File: src/rtl/instr_encoder_loader.sv
// Packs RV32I fields into instruction words and streams them into instruction memory.
// One-cycle write latency after each accepted bundle; in_ready drops when full or outside a session.
module instr_encoder_loader #(
  parameter int DEPTH     = 64,
  parameter int ADDR_W    = 32,
  parameter int BASE_ADDR = 0
) (
  input  logic                       clk,
  input  logic                       reset,
  input  logic                       start,
  input  logic                       finish,
  input  logic                       in_valid,
  output logic                       in_ready,
  input  logic [2:0]                 fmt,
  input  logic [6:0]                 opcode,
  input  logic [4:0]                 rd,
  input  logic [2:0]                 funct3,
  input  logic [4:0]                 rs1,
  input  logic [4:0]                 rs2,
  input  logic [6:0]                 funct7,
  input  logic [31:0]                imm,
  output logic                       mem_we,
  output logic [ADDR_W-1:0]          mem_addr,
  output logic [31:0]                mem_wdata,
  output logic [$clog2(DEPTH+1)-1:0] count,
  output logic                       busy,
  output logic                       done,
  output logic                       err
);

  localparam int CW = $clog2(DEPTH+1);
  localparam logic [CW-1:0]     DEPTH_C = CW'(DEPTH);
  localparam logic [CW-1:0]     LAST_C  = CW'(DEPTH - 1);
  localparam logic [ADDR_W-1:0] BASE_C  = ADDR_W'(BASE_ADDR);

  typedef enum logic [1:0] {IDLE, LOAD, DONE} state_t;

  state_t            state, state_nxt;
  logic [ADDR_W-1:0] ptr;
  logic [31:0]       enc;
  logic              legal, xfer, wr;

  always_comb begin
    in_ready = (state == LOAD) && (count < DEPTH_C);
    busy     = (state == LOAD);
    done     = (state == DONE);
    legal    = (fmt <= 3'd5);
    xfer     = in_valid && in_ready;
    wr       = xfer && legal;
  end

  always_comb begin
    enc = 32'h0;
    case (fmt)
      3'd0: enc = {funct7, rs2, rs1, funct3, rd, opcode};
      3'd1: enc = {imm[11:0], rs1, funct3, rd, opcode};
      3'd2: enc = {imm[11:5], rs2, rs1, funct3, imm[4:0], opcode};
      3'd3: enc = {imm[12], imm[10:5], rs2, rs1, funct3, imm[4:1], imm[11], opcode};
      3'd4: enc = {imm[31:12], rd, opcode};
      3'd5: enc = {imm[20], imm[10:1], imm[11], imm[19:12], rd, opcode};
      default: enc = 32'h0;
    endcase
  end

  always_comb begin
    state_nxt = state;
    case (state)
      IDLE, DONE: if (start) state_nxt = LOAD;
      LOAD: begin
        if (start)
          state_nxt = LOAD;
        else if (finish || (wr && count == LAST_C))
          state_nxt = DONE;
      end
      default: state_nxt = IDLE;
    endcase
  end

  always_ff @(posedge clk) begin
    if (reset) state <= IDLE;
    else       state <= state_nxt;
  end

  // A transfer coinciding with a restart still writes at the old pointer.
  always_ff @(posedge clk) begin
    if (reset) begin
      ptr       <= BASE_C;
      count     <= '0;
      err       <= 1'b0;
      mem_we    <= 1'b0;
      mem_addr  <= BASE_C;
      mem_wdata <= 32'h0;
    end else begin
      mem_we <= wr;
      if (wr) begin
        mem_addr  <= ptr;
        mem_wdata <= enc;
      end
      if (start) begin
        ptr   <= BASE_C;
        count <= '0;
        err   <= 1'b0;
      end else begin
        if (wr) begin
          ptr   <= ptr + ADDR_W'(4);
          count <= count + CW'(1);
        end
        if (xfer && !legal) err <= 1'b1;
      end
    end
  end

endmodule

File: config.mk
export PLATFORM = sky130hd
export DESIGN_NAME = instr_encoder_loader
export DESIGN_NICKNAME = d
export VERILOG_FILES = /design/src/rtl/instr_encoder_loader.sv
export SDC_FILE = /design/constraint.sdc
export NUM_CORES = 1
export LEC_CHECK = 0
export ABC_AREA = 1
export BUFFER_PORTS_ARGS = -buffer_cell sky130_fd_sc_hd__clkbuf_2
export CAP_MARGIN = 0
export CORE_ASPECT_RATIO = 0.5
export CORE_UTILIZATION = 25
export CTS_BUF_LIST = sky130_fd_sc_hd__clkbuf_8
export DETAILED_ROUTE_END_ITERATION = 10
export HOLD_SLACK_MARGIN = 0.12
export PLACE_DENSITY_LB_ADDON = 0.12
export SYNTH_ARGS = -nofsm -noshare
export SYNTH_HDL_FRONTEND = slang
export SYNTH_SLANG_ARGS = --single-unit
File: constraint.sdc
create_clock -name clk -period 1.9 [get_ports clk]
set_input_delay 0.285 -clock clk [delete_from_list [all_inputs] [get_ports clk]]
set_output_delay 0.285 -clock clk [all_outputs]
set_load 0.03 [all_outputs]
==> Yosys cells after proc, flatten, opt, wreduce, memory -nomap -nowiden <==
Cells that the tools add are included.
{ "totals": {"ff_bits": 107, "in_bits": 72, "output_inout_bits": 76, "word_cells": 38} }
{ "classes": {"addsub": 2, "order_cmp": 2, "n_eq_ne": 10, "mux": 5, "reduce_logical": 12} }
{ "op_table": {"columns": ["cell", "n"], "rows": [
  ["$pmux 32 s6", 1],
  ["$add 32x3->32 const B", 1],
  ["$add 7x1->7 const B", 1],
  ["$eq 7x6->1 const B", 1],
  ["$lt 7x7->1 const B", 1],
  ["$eq 3x2->1 const B", 2],
  ["$eq 3x3->1 const B", 2],
  ["$mux 2", 3],
  ["$logic_and 1x1->1", 5],
  ["$pmux 2 s2", 1],
  ["$reduce_or 2->1", 2],
  ["$eq 3x1->1 const B", 1],
  ["$le 3x3->1 const B", 1],
  ["$logic_not 3->1", 1],
  ["$ne 3x2->1 const B", 1],
  ["$eq 2x1->1 const B", 1],
  ["$eq 2x2->1 const B", 1],
  ["$logic_not 2->1", 1],
  ["$ne 2x2->1 const B", 1],
  ["$reduce_and 2->1", 1],
  ["$logic_not 1->1", 1],
  ["$logic_or 1x1->1", 1]
]} }

==> Longest topological paths before layout <==
Gate-level depths: netlist of the first run.
{ "logic_depth": {"depth_word": 9, "ltp_mapped": 10} }

==> Worst setup path after synthesis of the first run <==
Ideal clock, no wire load.
{ "synth_path": {"kind": "register to register", "from": "reg count[6]", "to": "reg mem_wdata[11]", "setup_time_ns": 0.116, "arrival_time_ns": 1.351, "required_ns": 1.784, "slack_ns": 0.432, "path_stages_with_launch": 7, "cell_sequence": "dfxtp_1 inv_1 nand4_4 inv_1 buf_4 buf_4 o211a_1"} }
{ "synth_via": {"elab_chain_cells": 4} }
{ "synth_rtl": {"columns": ["element", "line", "rtl"], "rows": [
  ["start: declaration", "25", "output logic [$clog2(DEPTH+1)-1:0] count,"],
  ["start signal: assignment", "106", "count <= count + CW'(1);"],
  ["$lt 7x7->1", "44", "in_ready = (state == LOAD) && (count < DEPTH_C);"],
  ["$logic_and 1x1->1", "44", null],
  ["$logic_and 1x1->1", "48", "xfer = in_valid && in_ready;"],
  ["$logic_and 1x1->1", "49", "wr = xfer && legal;"],
  ["end signal: assignment", "97", "mem_wdata <= enc;"],
  ["end: declaration", "24", "output logic [31:0] mem_wdata,"]
]} }
Every way passes these cells.
A chain may end at the register's enable or synchronous reset.

==> Worst setup path after layout of the first run <==
{ "layout_path": {"from": "reg ptr[3]", "to": "reg ptr[18]"} }
{ "layout_via": {"elab_chain_cells": 1} }
{ "layout_rtl": {"columns": ["element", "line", "rtl"], "rows": [
  ["start: declaration", "39", "logic [ADDR_W-1:0] ptr;"],
  ["start signal: assignment", "105", "ptr <= ptr + ADDR_W'(4);"],
  ["$add 32x3->32", "105", null]
]} }
Every way passes these cells.

==> reports/metrics.cfg, run 1 <==
[status]
outcome=finished, final reports clean

[cts]
cts_max_level=3
cts_root_buffer=clkbuf_8
numCtsBuffers=9
clock_latency_ns=0.39
cts.sinks=103
path_clk_slew_ns=0.13
clockBufferDepth=2
cts_tree=yes

[timing]
worst_slew_pin_slew_ns=0.833
setup_tns_ns=0
finalSetupViolations=0
rsz0062_at_grt=false
finClkSkew_ns=0.0203
slew_violations=0
finalCritPeriodShare=0.884
holdWs_ns=0.138
hold_viol=0
max-slew-margin-rel=0.443
min_period_ns=1.68
max_freq_mhz=595

[detailed_routing]
drc=0
vias=4722
avgViaCountPerCell=4.46
avgRoutedWirePerCell_um=13.5
drtIter0Drc=183
first_pass_iters=4
ant_nets=0
wirelength_um=14300

[synthesis]
synthArstFlopShare=0
netlist.area_leader.share=0.447
synth_cells=665
synth_edf_count=0
synth_common_cells=185 x nand2_1, 103 x dfxtp_1, 85 x nor2_1
yosysSeqAreaShare=0.447
ys_ff_latch=103
synth_area_leaders=dfxtp_1 45%, nand2_1 15%, a21oi_1 8.6%
netlist_area_um2=4610
synthFlopType=dfxtp_1
yosysUniqueCellTypes=28
syn_avg_cell_area_um2=6.94
synth_top_cell_by_area=dfxtp_1
synth_most_common_cell=nand2_1
ys_warn_count=0

[cells_and_area]
fin_area_um2=5920
fin_nets=893
post-route-util=0.335
areaGrowthSynthToFinish_pct=28.4
fillers=1992
drive_gt1_frac=0.232
antenna_cells=0

[global_routing]
grtUsageTotal=0.157
gr-usage-met2=0.241
use_met3=0.0632
grt_pass1_vias=4717
busiest_layer=met2
antenna_found_initial=0
gr-total-overflow=0
grt_pass1_wl_um=23900
grt_max_degree=49
use_met1=0.207

[critical_path]
timing.critical_path.buf_inv=2
critPathTopFamily=simple AND/OR/NAND/NOR gates
path_depth=9
path_class=reg -> reg
start_kind=flop
slowest_delay_ns=0.41
cp_max_fo=8
endpoint_kind=flop
crit_arrival_ns=1.98
crit_top_cell=nand3_1
ff2ff_path_depth=9
required_ns=2.20
slowest_stage=dfxtp_1
path_cells=ha_1, inv_1, nor2_2, nand3_1, nor2_4, buf_4, nand3_1, nand2_1, nor2_1

[pwr]
p_total_mw=4.13
p_leak_nw=2.59
irDropWorstVdd_mv=0.301
p_per_area_nw_per_um2=698

[min_path]
holdPathStages=3
min_path_type=in -> reg

[placement]
portBuffers=145
dpl.hpwl_um=10600
place_area_um2=5600
place.gp.congestion=0.802

[floorplanning]
ioPinCount=148
start_util=0.261
row_count=34
core_um2=17700
die_h_um=98.1
die_w_um=194
die_area_um2=19000

[job]
cap_violations=0

-- state kept, by name (all words and copies together), names as in the netlist --
signal     count
ptr           30
state          2
mem_addr      30
count          7
err            1
mem_wdata     32
mem_we         1
-- layout by cell type (no fill, tap or decap), types with 2 or more instances in the layout --
cell type and count:
nand2_1 185, clkbuf_2 145, dfxtp_1 103, nor2_1 84, a21oi_1 79, nand3_1 50
inv_1 43, o21ai_0 43, buf_4 14, dlygate4sd3_1 12, nand4_1 11, clkbuf_8 9
nor3_1 7, nor2_2 5, o211a_1 4, inv_2 3, nor2_4 3, inv_8 3
buf_12 3, xor2_1 2, ha_1 2, conb_1 2
-- routing by layer --
metal  part of all wire  up-vias
li1                   -     2471
met1               0.50     2147
met2               0.42      102
met3              0.074        2
met4             0.0025        0
met5                  0        -
-- worst paths after layout --
check	slack [ns]	to	start
hold / removal	0.14	mem_wdata[16]$_SDFFE_PP0P_	imm[16]
setup reg to reg	0.22	ptr[18]$_SDFFE_PP0P_	ptr[3]$_SDFFE_PP0P_
hold reg to reg	0.47	mem_wdata[6]$_SDFFE_PP0P_	mem_wdata[6]$_SDFFE_PP0P_
setup / recovery	0.22	ptr[18]$_SDFFE_PP0P_	ptr[3]$_SDFFE_PP0P_
-- report_power, final --
part	switching (mW)	internal (mW)	total, mW
Sequential	0.0261	2.21	2.23
Combinational	0.334	0.181	0.515
Clock	0.876	0.510	1.39
-- logic make-up (layout without fill, tap and decap cells) --
kind of cell,Yosys count,in the layout,synth area share
buffers and inverters,79,237,0.0789
other,1,2,0.000813
and+or+nand+nor,348,348,0.317
DFF,103,103,0.447
adders and majority gates,2,2,0.00542
xor gates and xnor gates,3,3,0.00570
AOI/OAI and AO/OA,129,129,0.146
-- timing repair --
item | CTS | global route
resized for setup | 0 | 1
hold buffers | 12 | 0
hold endpoints to repair | 12 | 0
buffers inserted | 0 | 2
endpoints found under the setup margin | 0 | 4
-- tightest hold or removal path, delay by kind of cell --
family,cells,cell delay [ns]
buffers and inverters,1,0.08
AOI/OAI and AO/OA,1,0.06
and+or+nand+nor,1,0.05
-- through the flow --
step,worst slack (ns),cells
final,0.220,1058
after detailed placement,0.0514,1028
after global placement,0.146,1028
after CTS,0.155,1056
after floorplan,0.432,666
after global routing,0.0268,1058
-- layout make-up --
cell class / instances / area, um2 / share of cell area
repair buffers: 174 / 1010 / 0.171
multi-input cells: 484 / 2190 / 0.370
inverters: 47 / 176 / 0.0298
well taps: 234 / 293 / 0.0494
clock buffers: 9 / 124 / 0.0209
flip-flops and latches: 103 / 2060 / 0.348
clock inverters: 7 / 63.8 / 0.0108
(Power assumes the default switching activity.)
==> run 2: changes to the inputs <==
ABC_AREA = 0   (was 1)
SLEW_MARGIN = 20   (was default)
TNS_END_PERCENT = 10   (was default)
==> run 2 against run 1 <==
Net effect:
- power shrank 0.69%
- count of clock-buffer cells in the layout grew 1
- final cell count shrank 10%
- die area grew 0.80%
- sequential share of layout area shrank 0.53 points
- routed wire length shrank 1.3%
- synthesized cell count shrank 16%
- critical endpoint is now mem_wdata[26]$_SDFFE_PP0P_
- highest routed layer unchanged
==> reports/metrics.cfg, run 2 <==
[status]
outcome=finished, final reports clean

[synthesis]
syn_avg_cell_area_um2=8.31  ; +20%
ys_warn_count=0  ; unchanged
synth_top_cell_by_area=dfxtp_1
ys_ff_latch=103  ; unchanged
synthFlopType=dfxtp_1
synth_cells=560  ; -16%
synth_area_leaders=dfxtp_1 44%, nand2_1 8.8%, a21oi_1 5.7%
synth_most_common_cell=nand2_1
yosysSeqAreaShare=0.443  ; -0.00361
synth_common_cells=109 x nand2_1, 103 x dfxtp_1, 53 x a21oi_1
netlist_area_um2=4650  ; +0.81%
synthArstFlopShare=0  ; unchanged
yosysUniqueCellTypes=46  ; +64%
synth_edf_count=0  ; unchanged
netlist.area_leader.share=0.443  ; -0.00361

[global_routing]
use_met3=0.0493  ; -0.0139
grtUsageTotal=0.148  ; -0.00864
gr-total-overflow=0  ; unchanged
antenna_found_initial=0  ; unchanged
use_met1=0.192  ; -0.0150
gr-usage-met2=0.241  ; about the same
grt_pass1_vias=4380  ; -7.1%
busiest_layer=met2
grt_pass1_wl_um=22800  ; -4.4%
grt_max_degree=42  ; -14%

[cells_and_area]
regArea_um2=2060  ; unchanged
fin_nets=784  ; -12%
top_regs=mem_wdata: 32 flops, mem_addr: 30 flops, ptr: 30 flops
layout_commonest_cell=clkbuf_2
fin_cells=949  ; -10%
fin_area_um2=6020  ; +1.5%
antenna_cells=0  ; unchanged
fillers=1964  ; -1.4%
final_cell_mix=145 x clkbuf_2, 108 x nand2_1, 103 x dfxtp_1
drive_gt1_frac=0.292  ; +0.0605
areaGrowthSynthToFinish_pct=29.3
largest_register_ff_count=32  ; unchanged
multi_input_area_um2=2360  ; +7.4%
regMostFlops=mem_wdata

[cts]
cts_max_level=3  ; unchanged
clock_latency_ns=0.38  ; about the same
cts_tree=yes
clockBufferDepth=2  ; unchanged
cts_root_buffer=clkbuf_8
cts.sinks=103  ; unchanged
numCtsBuffers=9  ; unchanged
path_clk_slew_ns=0.10  ; -0.03 ns

[timing]
slew_violations=0  ; unchanged
min_period_ns=1.77  ; +0.0937 ns
max-slew-margin-rel=0.642  ; +0.200
max_freq_mhz=564  ; -5.3%
worst_slew_pin_slew_ns=0.536  ; -0.297 ns
finalCritPeriodShare=0.933  ; +0.0493
rsz0062_at_grt=false
finClkSkew_ns=0.0160  ; -0.00435 ns
fin_ws_ns=0.127  ; -0.0937 ns
hold_viol=0  ; unchanged
finalSetupViolations=0  ; unchanged
setup_tns_ns=0  ; unchanged

[floorplanning]
ioPinCount=148  ; unchanged
row_count=34  ; unchanged
die_w_um=195  ; +0.40%
die_area_um2=19200  ; +0.80%
die_h_um=98.5  ; +0.40%
start_util=0.262  ; +0.000863
core_um2=17800  ; +0.48%

[critical_path]
cp_max_fo=32  ; +24
slowest_delay_ns=0.40  ; about the same
critPathTopFamily=simple AND/OR/NAND/NOR gates
crit_arrival_ns=2.06  ; +0.08 ns
start_kind=flop
path_class=reg -> reg
timing.critical_path.buf_inv=2  ; unchanged
slowest_stage=and4bb_4
path_cells=and4bb_4, buf_6, and2_4, buf_12, nor2_1, a311oi_1
required_ns=2.18  ; -0.02 ns
endpoint_kind=flop

[detailed_routing]
avgViaCountPerCell=4.73  ; +6.1%
avgRoutedWirePerCell_um=14.9  ; +10%
vias=4492  ; -4.9%
drc=0  ; unchanged
wirelength_um=14100  ; -1.3%
first_pass_iters=4  ; unchanged
ant_nets=0  ; unchanged
drtIter0Drc=157  ; -14%

[placement]
place.gp.congestion=0.719  ; -10%
place_ws_ns=0.114  ; +0.0628 ns
place_area_um2=5740  ; +2.5%
dpl.hpwl_um=9810  ; -7.3%
place_inst=926  ; -9.9%
portBuffers=145  ; unchanged

[pwr]
p_per_area_nw_per_um2=682  ; -2.2%
irDropWorstVdd_mv=0.314  ; +4.4%
p_leak_nw=2.37  ; -8.5%
p_total_mw=4.10  ; -0.69%

[min_path]
min_path_type=in -> reg

[job]
cap_violations=0  ; unchanged

-- run 2: logic make-up after synthesis --
kind of cell	after synthesis	synth area share
other	1	0.000806
buffers and inverters	53	0.0530
xor gates and xnor gates	8	0.0151
DFF	103	0.443
and+or+nand+nor	259	0.278
AOI/OAI and AO/OA	107	0.146
adders and majority gates	2	0.00538
muxes	27	0.0584
-- run 2: worst paths after layout --
path	cells after the start	slack [ns]	endpoint	startpoint
max	6	0.13	mem_wdata[26]$_SDFFE_PP0P_	state[1]$_SDFFE_PP0P_
min	3	0.15	mem_wdata[0]$_SDFFE_PP0P_	opcode[0]
max reg2reg	6	0.13	mem_wdata[26]$_SDFFE_PP0P_	state[1]$_SDFFE_PP0P_
min reg2reg	2	0.46	mem_addr[2]$_SDFFE_PP0P_	mem_addr[2]$_SDFFE_PP0P_
-- run 2: layout make-up --
| cell class | instances | share of cell area |
|---|---|---|
| Clock buffer | 10 | 0.0229 |
| Clock inverter | 6 | 0.00749 |
| Multi-Input combinational cell | 405 | 0.392 |
| Timing Repair Buffer | 185 | 0.183 |
| Inverter | 6 | 0.00374 |
| Tap cell | 234 | 0.0487 |
| Sequential cell | 103 | 0.343 |
-- run 2: repair_timing --
item,in CTS,in global routing
setup buffers,0,0
setup endpoints to repair,0,2
resized for setup,0,3
hold buffers,6,0
endpoints found under the hold margin,6,0
-- run 2: worst reg2reg max path: cells and delay by family (launching register included) --
family | cells | cell delay [ns]
AO/OA/AOI/OAI | 1 | 0.25
buffers and inverters | 2 | 0.38
flip-flops | 1 | 0.35
AND/OR/NAND/NOR | 3 | 0.70
-- run 2: per-layer routing --
layer / wire length, um / vias up
met3: 739 / 8
met2: 6490 / 87
met4: 99 / 0
li1: - / 2286
met1: 6800 / 2111
met5: 0 / -
-- run 2: where the power goes --
group          leakage [nW]  total, mW  switching [mW]  internal, mW
logic                  1.44      0.546           0.340         0.206
registers             0.833       2.22          0.0221          2.20
clock network        0.0907       1.34           0.818         0.521
total                  2.37       4.10            1.18          2.92
-- run 2: metrics by stage --
stage          hold WS (ns)   util
5_1_grt               0.159  0.338
4_1_cts               0.130  0.336
2_1_floorplan         0.421      -
3_5_place_dp          0.448  0.323
3_3_place_gp          0.443  0.323
6_report              0.150  0.338
==> run 3: changes to the inputs <==
CELL_PAD_IN_SITES_DETAIL_PLACEMENT = 0   (was default)
CELL_PAD_IN_SITES_GLOBAL_PLACEMENT = 2   (was default)
CORE_MARGIN = 4   (was default)
==> run 3 against run 2 <==
Net effect:
- die area up 9.4%
- clock power increased by 8%
- routed wire length grew 8.1%
- fmax increased by 1.8%
- power grew 2.8%
- non-clock buffer count rose by 3
- final cell count increased by 0.32%
- worst setup slack improved by 0.031 ns
- critical path type unchanged
- largest cell class unchanged
==> reports/metrics.cfg, run 3 (synthesized netlist as in run 2, its figures left out) <==
[critical_path]
slowest_delay_ns=0.57  ; +0.17 ns
setup.worst_path.end=ptr[22]$_SDFFE_PP0P_
required_ns=2.21  ; +0.03 ns
reg2reg_to=ptr[22]$_SDFFE_PP0P_
start_kind=flop
critPathLaunch=ptr[16]$_SDFFE_PP0P_
critPathTopFamily=simple AND/OR/NAND/NOR gates
timing.critical_path.buf_inv=0  ; -2
crit_arrival_ns=2.05  ; about the same
path_depth=4  ; -2
slowest_stage=or4_1
ff2ff_path_depth=4  ; -2
path_cells=and4_2, nand4_4, or4_1, a21oi_1
endpoint_kind=flop
path_class=reg -> reg
reg2reg_setup_slack_ns=0.16  ; +0.03 ns
rr_startpoint=ptr[16]$_SDFFE_PP0P_
cp_max_fo=13  ; -59%

[timing]
min_period_ns=1.74  ; -0.0313 ns
finalSetupViolations=0  ; unchanged
max_freq_mhz=574  ; +1.8%
finClkSkew_ns=0.0218  ; +0.00587 ns
hold_viol=0  ; unchanged
rsz0062_at_grt=false
max-slew-margin-rel=0.572  ; -0.0700
holdWs_ns=0.176  ; +0.0261 ns
slew_violations=0  ; unchanged
setup_tns_ns=0  ; unchanged
worst_slew_pin_slew_ns=0.639  ; +0.103 ns
finalCritPeriodShare=0.917  ; -0.0165

[cells_and_area]
layout_commonest_cell=clkbuf_2
regMostFlops=mem_wdata
largest_register_ff_count=32  ; unchanged
antenna_cells=0  ; unchanged
fin_cells=952  ; +0.32%
fillers=1927  ; -1.9%
drive_gt1_frac=0.294  ; +0.00156
areaGrowthSynthToFinish_pct=30.1
fin_nets=787  ; +0.38%
final_cell_mix=145 x clkbuf_2, 108 x nand2_1, 103 x dfxtp_1
top_regs=mem_wdata: 32 flops, mem_addr: 30 flops, ptr: 30 flops

[floorplanning]
start_util=0.261  ; -0.000624
die_area_um2=21000  ; +9.4%
row_count=34  ; unchanged
die_w_um=201  ; +3.1%
die_h_um=104  ; +6.1%
core_um2=17800  ; +0.24%
ioPinCount=148  ; unchanged

[detailed_routing]
vias=4518  ; +0.58%
ant_nets=0  ; unchanged
avgViaCountPerCell=4.75  ; +0.26%
first_pass_iters=4  ; unchanged
avgRoutedWirePerCell_um=16.1  ; +7.8%
wirelength_um=15300  ; +8.1%
drc=0  ; unchanged
drtIter0Drc=175  ; +11%

[global_routing]
gr-total-overflow=0  ; unchanged
antenna_found_initial=1  ; +1
grtUsageTotal=0.142  ; -0.00607
grt_max_degree=41  ; -2.4%
grt_pass1_vias=4472  ; +2.1%
grt_pass1_wl_um=24200  ; +5.9%

[job]
cap_violations=0  ; unchanged

[pwr]
irDropWorstVdd_mv=0.339  ; +7.7%
p_leak_nw=2.40  ; +1.2%
p_per_area_nw_per_um2=697  ; +2.2%

[cts]
cts_root_buffer=clkbuf_8
cts_setup_buffers=0  ; unchanged
cts_tree=yes
numCtsBuffers=9  ; unchanged
cts.sinks=103  ; unchanged
clockBufferDepth=2  ; unchanged
path_clk_slew_ns=0.10  ; about the same
cts_max_level=3  ; unchanged
clock_latency_ns=0.39  ; about the same

[placement]
place_inst=928  ; +0.22%
place.gp.congestion=0.725  ; +0.92%
portBuffers=145  ; unchanged
dpl.hpwl_um=10900  ; +11%

[min_path]
holdPathStages=3  ; unchanged
min_path_type=in -> reg

[status]
outcome=finished, final reports clean

[run 3: changes by cell type in the layout (fill, tap and decap cells not counted), sizes merged]
cell,delta
clkinv,+3
dlygate4sd3,+1
clkinvlp,-2
bufinv,+1
inv,-2
buf,+2
[run 3: per-stage QoR]
step           cell area (um2)   util  worst slack [ns]  total power, mW
6_report                  6050  0.340             0.158             4.22
5_1_grt                   6050  0.340            0.0519             4.46
4_1_cts                   6020  0.338            0.0873             4.31
3_5_place_dp              5750  0.323             0.128             2.81
3_3_place_gp              5750  0.323             0.141             2.81
2_1_floorplan             4660      -             0.230             2.59
[run 3: layout make-up]
cell class	instances	area, um2	share of cell area
Clock buffer	10	138	0.0227
Clock inverter	6	61.3	0.0101
Inverter	6	22.5	0.00372
Multi-Input combinational cell	405	2360	0.389
Sequential cell	103	2060	0.341
Tap cell	234	293	0.0484
Timing Repair Buffer	188	1120	0.185
[run 3: worst min-delay path, delay by kind of cell]
kind            cells  cell delay, ns
compound gates      2            0.14
buf+inv             1            0.07
[run 3: power by group]
group	leakage (nW)	internal (mW)	switching, mW
Combinational	1.46	0.209	0.343
Sequential	0.833	2.20	0.0237
Clock	0.107	0.642	0.806
[run 3: metal layers]
layer  track usage  wire (um)  vias up  part of all wire
met1         0.179       7290     2102              0.48
met5             0         13        -           0.00085
li1              -          -     2285                 -
met2         0.228       6750      115              0.44
met3        0.0626       1140       14             0.074
met4        0.0250        101        2            0.0066
[run 3: repair_timing]
item	4_1_cts	5_1_grt
endpoints found under the hold margin	7	0
setup endpoints to repair	0	3
hold buffers	7	0
gates resized for setup	0	2
[run 3: worst min-delay path by stage]
stage	start	to	slack (ns)
detailed placement	mem_addr[16]$_SDFFE_PP0P_	mem_addr[16]$_SDFFE_PP0P_	0.45
CTS	imm[6]	mem_wdata[26]$_SDFFE_PP0P_	0.15
floorplan	opcode[0]	mem_wdata[0]$_SDFFE_PP0P_	0.42
global route	imm[6]	mem_wdata[26]$_SDFFE_PP0P_	0.18
global placement	mem_wdata[6]$_SDFFE_PP0P_	mem_wdata[6]$_SDFFE_PP0P_	0.44
finish	imm[6]	mem_wdata[26]$_SDFFE_PP0P_	0.18
